<file path="src/rtl/cctl_spi_ctrl_pkg.sv">
// rtl/cctl_spi_ctrl_pkg.sv - shared register map, bit positions and FSM states for the CCTL SPI master
package cctl_spi_ctrl_pkg;

  localparam logic [2:0] REG_DATA = 3'd0;
  localparam logic [2:0] REG_CTRL = 3'd1;

  localparam int CTRL_CS      = 0;
  localparam int CTRL_OVR_CLR = 2;

  localparam int STAT_BUSY = 7;
  localparam int STAT_OVR  = 6;

  typedef enum logic [1:0] {
    IDLE,
    LO,
    HI
  } spi_state_e;

endpackage

</file>
<file path="src/rtl/cctl_spi_ctrl_spi_shift_engine.sv">
// rtl/cctl_spi_ctrl_spi_shift_engine.sv - mode-0 SPI byte shifter with SCK divider
module spi_shift_engine
  import cctl_spi_ctrl_pkg::*;
#(
  parameter int CLK_DIV = 2
) (
  input  logic       phi2,
  input  logic       reset,
  input  logic       start,
  input  logic [7:0] tx_byte,
  input  logic       miso,
  output logic [7:0] rx_byte,
  output logic       busy,
  output logic       sck,
  output logic       mosi
);

  localparam int CW = (CLK_DIV > 1) ? $clog2(CLK_DIV) : 1;
  localparam logic [CW-1:0] LOAD = CW'(CLK_DIV - 1);

  spi_state_e    state_q, state_d;
  logic [CW-1:0] cnt_q, cnt_d;
  logic [2:0]    bit_q, bit_d;
  logic [7:0]    shift_q, shift_d;
  logic [7:0]    rx_q, rx_d;
  logic          sck_q, sck_d;
  logic          mosi_q, mosi_d;

  always_comb begin
    state_d = state_q;
    cnt_d   = cnt_q;
    bit_d   = bit_q;
    shift_d = shift_q;
    rx_d    = rx_q;
    sck_d   = sck_q;
    mosi_d  = mosi_q;
    case (state_q)
      IDLE: begin
        if (start) begin
          shift_d = tx_byte;
          mosi_d  = tx_byte[7];
          bit_d   = 3'd0;
          cnt_d   = LOAD;
          state_d = LO;
        end
      end
      LO: begin
        if (cnt_q == '0) begin
          sck_d   = 1'b1;
          shift_d = {shift_q[6:0], miso};
          cnt_d   = LOAD;
          state_d = HI;
        end else begin
          cnt_d = cnt_q - 1'b1;
        end
      end
      HI: begin
        if (cnt_q == '0) begin
          sck_d = 1'b0;
          cnt_d = LOAD;
          if (bit_q == 3'd7) begin
            rx_d    = shift_q;
            state_d = IDLE;
          end else begin
            // shift_q already holds the captured bits, so its MSB is the next tx bit
            bit_d   = bit_q + 3'd1;
            mosi_d  = shift_q[7];
            state_d = LO;
          end
        end else begin
          cnt_d = cnt_q - 1'b1;
        end
      end
      default: state_d = IDLE;
    endcase
  end

  always_ff @(posedge phi2) begin
    if (reset) begin
      state_q <= IDLE;
      cnt_q   <= '0;
      bit_q   <= 3'd0;
      shift_q <= 8'h00;
      rx_q    <= 8'h00;
      sck_q   <= 1'b0;
      mosi_q  <= 1'b0;
    end else begin
      state_q <= state_d;
      cnt_q   <= cnt_d;
      bit_q   <= bit_d;
      shift_q <= shift_d;
      rx_q    <= rx_d;
      sck_q   <= sck_d;
      mosi_q  <= mosi_d;
    end
  end

  assign rx_byte = rx_q;
  assign busy    = (state_q != IDLE);
  assign sck     = sck_q;
  assign mosi    = mosi_q;

endmodule

</file>
<file path="src/rtl/cctl_spi_ctrl.sv">
// rtl/cctl_spi_ctrl.sv - CCTL-window register front end for the RTC/serial SPI master
module cctl_spi_ctrl
  import cctl_spi_ctrl_pkg::*;
#(
  parameter int         CLK_DIV = 2,
  parameter logic [4:0] BASE_A  = 5'b10111
) (
  input  logic       phi2,
  input  logic       reset,
  input  logic       cctl_n,
  input  logic       r_w,
  input  logic [7:0] cart_a,
  input  logic [7:0] wr_data,
  output logic [7:0] rd_data,
  output logic       rd_en,
  output logic       sck,
  output logic       mosi,
  input  logic       miso,
  output logic       sel_n,
  output logic       busy
);

  logic       hit, wr, data_wr, ctrl_wr, start;
  logic       eng_busy;
  logic [7:0] rx_byte;
  logic [7:0] status;
  logic       cs_q, cs_d;
  logic       ovr_q, ovr_d;

  assign hit     = ~cctl_n & (cart_a[7:3] == BASE_A);
  assign wr      = hit & ~r_w;
  assign data_wr = wr & (cart_a[2:0] == REG_DATA);
  assign ctrl_wr = wr & (cart_a[2:0] == REG_CTRL);
  assign start   = data_wr & ~eng_busy;

  // cs is frozen while a byte is on the wire so sel_n cannot glitch mid-transfer
  always_comb begin
    cs_d  = cs_q;
    ovr_d = ovr_q;
    if (data_wr && eng_busy) ovr_d = 1'b1;
    if (ctrl_wr) begin
      if (wr_data[CTRL_OVR_CLR]) ovr_d = 1'b0;
      if (!eng_busy) cs_d = wr_data[CTRL_CS];
    end
  end

  always_ff @(posedge phi2) begin
    if (reset) begin
      cs_q  <= 1'b0;
      ovr_q <= 1'b0;
    end else begin
      cs_q  <= cs_d;
      ovr_q <= ovr_d;
    end
  end

  always_comb begin
    status            = 8'h00;
    status[STAT_BUSY] = eng_busy;
    status[STAT_OVR]  = ovr_q;
    status[CTRL_CS]   = cs_q;
    rd_data           = 8'h00;
    case (cart_a[2:0])
      REG_DATA: rd_data = rx_byte;
      REG_CTRL: rd_data = status;
      default:  rd_data = 8'h00;
    endcase
  end

  spi_shift_engine #(
    .CLK_DIV(CLK_DIV)
  ) u_engine (
    .phi2   (phi2),
    .reset  (reset),
    .start  (start),
    .tx_byte(wr_data),
    .miso   (miso),
    .rx_byte(rx_byte),
    .busy   (eng_busy),
    .sck    (sck),
    .mosi   (mosi)
  );

  assign rd_en = hit & r_w;
  assign sel_n = ~cs_q;
  assign busy  = eng_busy;

endmodule

</file>
<file path="config.mk">
export PLATFORM = sky130hd
export DESIGN_NAME = cctl_spi_ctrl
export DESIGN_NICKNAME = d
export VERILOG_FILES = /design/src/rtl/cctl_spi_ctrl_pkg.sv /design/src/rtl/cctl_spi_ctrl_spi_shift_engine.sv /design/src/rtl/cctl_spi_ctrl.sv
export SDC_FILE = /design/constraint.sdc
export NUM_CORES = 1
export LEC_CHECK = 0
export ABC_AREA = 1
export ABC_CLOCK_PERIOD_IN_PS = 2600
export CORE_MARGIN = 5
export CORE_UTILIZATION = 52
export CTS_CLUSTER_SIZE = 25
export DETAILED_ROUTE_END_ITERATION = 10
export PLACE_DENSITY = 0.86
export RECOVER_POWER = 50
export SETUP_SLACK_MARGIN = 0.5
export SKIP_CTS_REPAIR_TIMING = 1
export SYNTH_ARGS = -nofsm -noshare
export SYNTH_HDL_FRONTEND = slang
export SYNTH_SLANG_ARGS = --single-unit
</file>
<file path="constraint.sdc">
create_clock -name phi2 -period 2.6 [get_ports phi2]
set_clock_uncertainty 0.05 [all_clocks]
set_input_delay 0.39 -clock phi2 [delete_from_list [all_inputs] [get_ports phi2]]
set_output_delay 0.39 -clock phi2 [all_outputs]
set_load 0.05 [all_outputs]
</file>
Yosys cells after proc, flatten, opt, wreduce, memory -nomap -nowiden
Cells that the tools add are included.

storage, ports and cells
  memories kept = 0
  logic and storage cells = 73
  latch bits = 0
  memory bits (writable) = 0
  flip-flop bits (word level) = 26
  memory bits (read-only) = 0
  output and inout bits = 13
  input bits = 21

operators by class
  reduce and logical (&&, ||, !) cells = 16
  div/mod/pow operators = 0
  order comparisons = 0
  bitwise logic cells = 11
  $add $sub $neg = 2
  multiplexer cells = 26
  multipliers = 0
  shift operators = 0
  eq/ne operators = 9

operator list
  operator             number
  $pmux 8 s2           2
  $mux 8               2
  $reduce_and 3->1     4
  $mux 1               11
  $reduce_bool 2->1    5
  $mux 3               3
  $ne 2x2->1 const B   4
  $and 1x1->1          6
  $mux 2               3
  $pmux 1 s2           3
  $pmux 2 s3           1
  $pmux 3 s2           1
  $eq 5x5->1 const B   1
  $not 1->1            5
  $reduce_and 2->1     2
  $reduce_and 4->1     1
  $add 3x1->3 const B  1
  $eq 3x1->1 const B   1
  $eq 3x3->1 const B   1
  $logic_not 3->1      1
  $eq 2x1->1 const B   1
  $eq 2x2->1 const B   1
  $logic_not 2->1      1
  $reduce_or 2->1      1
  2 further kinds      2

Logic depth before layout (Yosys ltp)
  depth after elaboration = 8
  mapped depth = 9
  gate-level depth less buffers = 9

Hierarchy
A second synthesis with hierarchy kept.

second synthesis, totals
  cells, all modules = 233
  area, all modules = 1505.2 µm²

by module, submodules not included
  module            instances  cells each  area an instance (µm²)  sequential area each (µm²)
  spi_shift_engine  1          186         1260.0                  480.5
  cctl_spi_ctrl     1          47          245.2                   40.0

Worst setup path after synthesis
No wires, ideal clock.

  path kind = flip-flop to output port
  start = register u_engine.state_q[0]
  end = output port rd_data[7]
  setup slack = 0.348 ns
  data required time = 2.160 ns
  arrival = 1.812 ns
  stages on the path, launching flop included = 4
  buffers on the path = 0
  cell sequence = dfxtp_1 inv_1 ha_1 o21ai_0

between the ends
  word-level cells in the longest chain between the ends = 2

RTL lines
  element                 line                                  text
  start, declared         cctl_spi_ctrl_spi_shift_engine.sv:21  spi_state_e state_q, state_d;
  start signal, assigned  cctl_spi_ctrl_spi_shift_engine.sv:88  state_q <= state_d;
  $reduce_bool 2->1       cctl_spi_ctrl_spi_shift_engine.sv:99  assign busy = (state_q != IDLE);
  $pmux 8 s2              cctl_spi_ctrl.sv:63                   case (cart_a[2:0])
  end, declared           cctl_spi_ctrl.sv:14                   output logic [7:0] rd_data,

Every way passes these cells.

Worst setup path after layout
  start = input port cart_a[2]
  end = output port rd_data[0]

between the ends
  word-level cells in the longest chain between the ends = 2
  elaborated cells between the ends (all ways) = 3
  classes of those cells = eq/ne: 1; mux: 1; reduce/logical: 1

RTL lines
  element                                        line                 text
  start, declared                                cctl_spi_ctrl.sv:12  input logic [7:0] cart_a,
  $eq 3x1->1 or $logic_not 3->1 (tied branches)  cctl_spi_ctrl.sv:63
  $pmux 8 s2 *                                   cctl_spi_ctrl.sv:63

Mark *: on every way between the ends. The rest lies on a longest branch, timed or not.

==> impl_metrics.env <==
export IMPL_postSynth_topFlopCell="sky130_fd_sc_hd__dfxtp_1"
export IMPL_cts_path_max_buffers=2
export IMPL_peakVddDrop_mv=0.790
export IMPL_antenna_cells=0
export IMPL_clock_latency_ns=0.34
export IMPL_synth_area_um2=1400
export IMPL_initial_standard_cell_utilization_of_the_core_pct=55.5
export IMPL_unrepaired_setup_endpoints_after_global_routing="false"
export IMPL_yosysWarningCount=0
export IMPL_ctsHtreeMaxLevel=1
export IMPL_synth_largest_area_cell="sky130_fd_sc_hd__dfxtp_1"
export IMPL_finalWirelength_um=3310
export IMPL_drive_gt1_share_pct=7.95
export IMPL_synth_edff_count=0
export IMPL_critPathMaxFanout=3
export IMPL_syn_num_nets=235
export IMPL_rows=18
export IMPL_setup_violations=0
export IMPL_first_global_vias=1286
export IMPL_worst_endpoint_required_ns=2.16
export IMPL_power_per_cell_area_nw_per_um2=885
export IMPL_die_h_um=61.9
export IMPL_clock_sinks=26
export IMPL_crit_path_start_kind="primary input"
export IMPL_hold_class="reg -> reg"
export IMPL_min_delay_src="u_engine.sck"
export IMPL_clock_root_buffer="sky130_fd_sc_hd__clkbuf_4"
export IMPL_cts_reportedPaths_clkPinSlew_ns=0.14
export IMPL_tritoncts="yes"
export IMPL_port_buffers=33
export IMPL_gpl_final_weighted_congestion=0.826
export IMPL_r2r_worst_path_cells=8
export IMPL_grt_start_max_net_pins=20
export IMPL_yosysSeqAreaShare_pct=37.2
export IMPL_hold_viol_final=0
export IMPL_arrival_ns=1.80
export IMPL_synth_async_reset_ratio_pct=0
export IMPL_critical_path_reg2reg_startpoint="u_engine.state_q[0]"
export IMPL_io_pin_count=34
export IMPL_timing_setup_critical_path_class="in -> out"
export IMPL_drv_slew=0
export IMPL_outcome="finished clean"
export IMPL_floorplan_die_area_um2=3830
export IMPL_syn_instance_count=208
export IMPL_grt_total_usage_pct=18.9
export IMPL_post_route_cell_area_um2=1800
export IMPL_overflow_left_after_global_routing=0
export IMPL_regToRegSetupSlack_ns=0.63
export IMPL_tightestPinTransition_ns=0.601
export IMPL_yosys_area_top_type_share_pct=37.2
export IMPL_dpl_hpwl_um=2440
export IMPL_power_leakage_nw=0.775
export IMPL_grt_antenna_before_repair=0
export IMPL_chipWidth_um=61.9
export IMPL_route_antenna_remaining_nets=0
export IMPL_setup_tns_after_final_layout_ns=0
export IMPL_drt_first_iter_violations=61
export IMPL_dr_pass1_iters=4
export IMPL_min_delay_path_depth=2
export IMPL_worstReg2RegEnd="u_engine.rx_byte[1]"
export IMPL_total_cts_buffers=3
export IMPL_final_cell_mix="sky130_fd_sc_hd__nand2_1, sky130_fd_sc_hd__inv_1, sky130_fd_sc_hd__nor2_1"
export IMPL_detail_route_vias_per_cell=5.12
export IMPL_fmax_mhz=447
export IMPL_maxCapViolCount=0
export IMPL_critPathCaptureType="primary output"
export IMPL_timing_hold_worst_endpoint="u_engine.sck"
export IMPL_layout_cells_most_common="sky130_fd_sc_hd__nand2_1"
export IMPL_fin_crit_ns=2.24
export IMPL_number_of_register_bits_inferred_by_synthesis=26
export IMPL_instance_area_after_placement_um2=1780
export IMPL_syn_to_final_growth_pct=28.4
export IMPL_timing_max_slew_rel_slack_pct=60.1
export IMPL_core_um2=2520
export IMPL_largest_cells_by_area_after_synthesis="sky130_fd_sc_hd__dfxtp_1, sky130_fd_sc_hd__nand2_1, sky130_fd_sc_hd__inv_1, sky130_fd_sc_hd__nor2_1, sky130_fd_sc_hd__a21oi_1"
export IMPL_yosysUniqueCellTypes=23
export IMPL_min_period_over_period_pct=86.0
export IMPL_routedWlPerCell_um=12.3
export IMPL_drt_drc_violations_left=0
export IMPL_detailroute_via_count=1377
export IMPL_finalNetCount=267
export IMPL_grt_first_pass_wirelength_um=5420
export IMPL_avgSynthCellArea_um2=6.73
critical path, stage by stage:
cell and delay (ns):
sky130_fd_sc_hd__dlygate4sd3_1 0.58, sky130_fd_sc_hd__nor2_1 0.10, sky130_fd_sc_hd__nand2_1 0.10, sky130_fd_sc_hd__o21ai_1 0.13, sky130_fd_sc_hd__clkbuf_1 0.48
cells by family after synthesis:
logic type / Yosys count / synth area share, %
buffers and inverters: 42 / 12.4
AOI/OAI and AO/OA: 45 / 16.8
DFF: 26 / 37.2
adders and majority gates: 6 / 5.37
and+or+nand+nor: 89 / 28.2
cell usage after synthesis, types with 2 or more instances:
master and instances:
sky130_fd_sc_hd__nand2_1 36, sky130_fd_sc_hd__inv_1 33, sky130_fd_sc_hd__nor2_1 32, sky130_fd_sc_hd__dfxtp_1 26, sky130_fd_sc_hd__a21oi_1 23, sky130_fd_sc_hd__o21ai_0 18, sky130_fd_sc_hd__nand3_1 10, sky130_fd_sc_hd__ha_1 6
sky130_fd_sc_hd__buf_2 4, sky130_fd_sc_hd__nand4_1 4, sky130_fd_sc_hd__clkbuf_1 2, sky130_fd_sc_hd__nand2_2 2, sky130_fd_sc_hd__o21a_1 2
state kept, by name, summed over array words and instances, names as in the netlist:
register / flops
cs_q: 1
ovr_q: 1
u_engine.bit_q: 3
u_engine.cnt_q: 1
u_engine.mosi: 1
u_engine.rx_byte: 8
u_engine.sck: 1
u_engine.shift_q: 8
u_engine.state_q: 2
stage by stage:
step           instances  util [%]  total power [W]  hold slack, ns  setup WS, ns
5_1_grt              269      71.2          0.00171           0.443         0.272
4_1_cts              269      72.5          0.00161           0.407        0.0794
2_1_floorplan        208         -          0.00116           0.380         0.730
6_report             269      71.2          0.00159           0.407         0.365
3_3_place_gp         265      70.4          0.00131           0.383         0.535
3_5_place_dp         265      70.4          0.00132           0.388         0.501
cell type report:
class	instances	area, um^2
Clock buffer	3	22.5
Clock inverter	1	30.0
Fill cell	228	726
Inverter	34	128
Multi-Input combinational cell	140	686
Sequential cell	26	520
Tap cell	30	37.5
Timing Repair Buffer	35	373
how the worst max path moves through the flow:
stage | slack, ns | cells after the start | end | startpoint
final | 0.36 | 5 | rd_data[0] | cart_a[2]
after global routing | 0.27 | 5 | rd_data[0] | cart_a[2]
after CTS | 0.08 | 4 | busy | u_engine.state_q[0]
after detailed placement | 0.50 | 4 | busy | u_engine.state_q[0]
after global placement | 0.53 | 4 | busy | u_engine.state_q[0]
after floorplan | 0.73 | 3 | rd_data[7] | u_engine.state_q[0]
metal layers:
| metal | GRT usage (%) | vias to the layer above | routed length (um) |
|---|---|---|---|
| li1 | - | 719 | - |
| met1 | 23.2 | 600 | 1430 |
| met2 | 32.7 | 51 | 1550 |
| met3 | 2.27 | 7 | 275 |
| met4 | 8.79 | 0 | 56 |
| met5 | 0 | - | 0 |
power by group:
| part | internal (W) | total, W | switching [W] |
|---|---|---|---|
| registers | 0.000490 | 0.000551 | 0.0000617 |
| clock network | 0.000156 | 0.000285 | 0.000129 |
| logic | 0.000252 | 0.000754 | 0.000502 |
No activity file was read; power rests on OpenSTA's default activity.
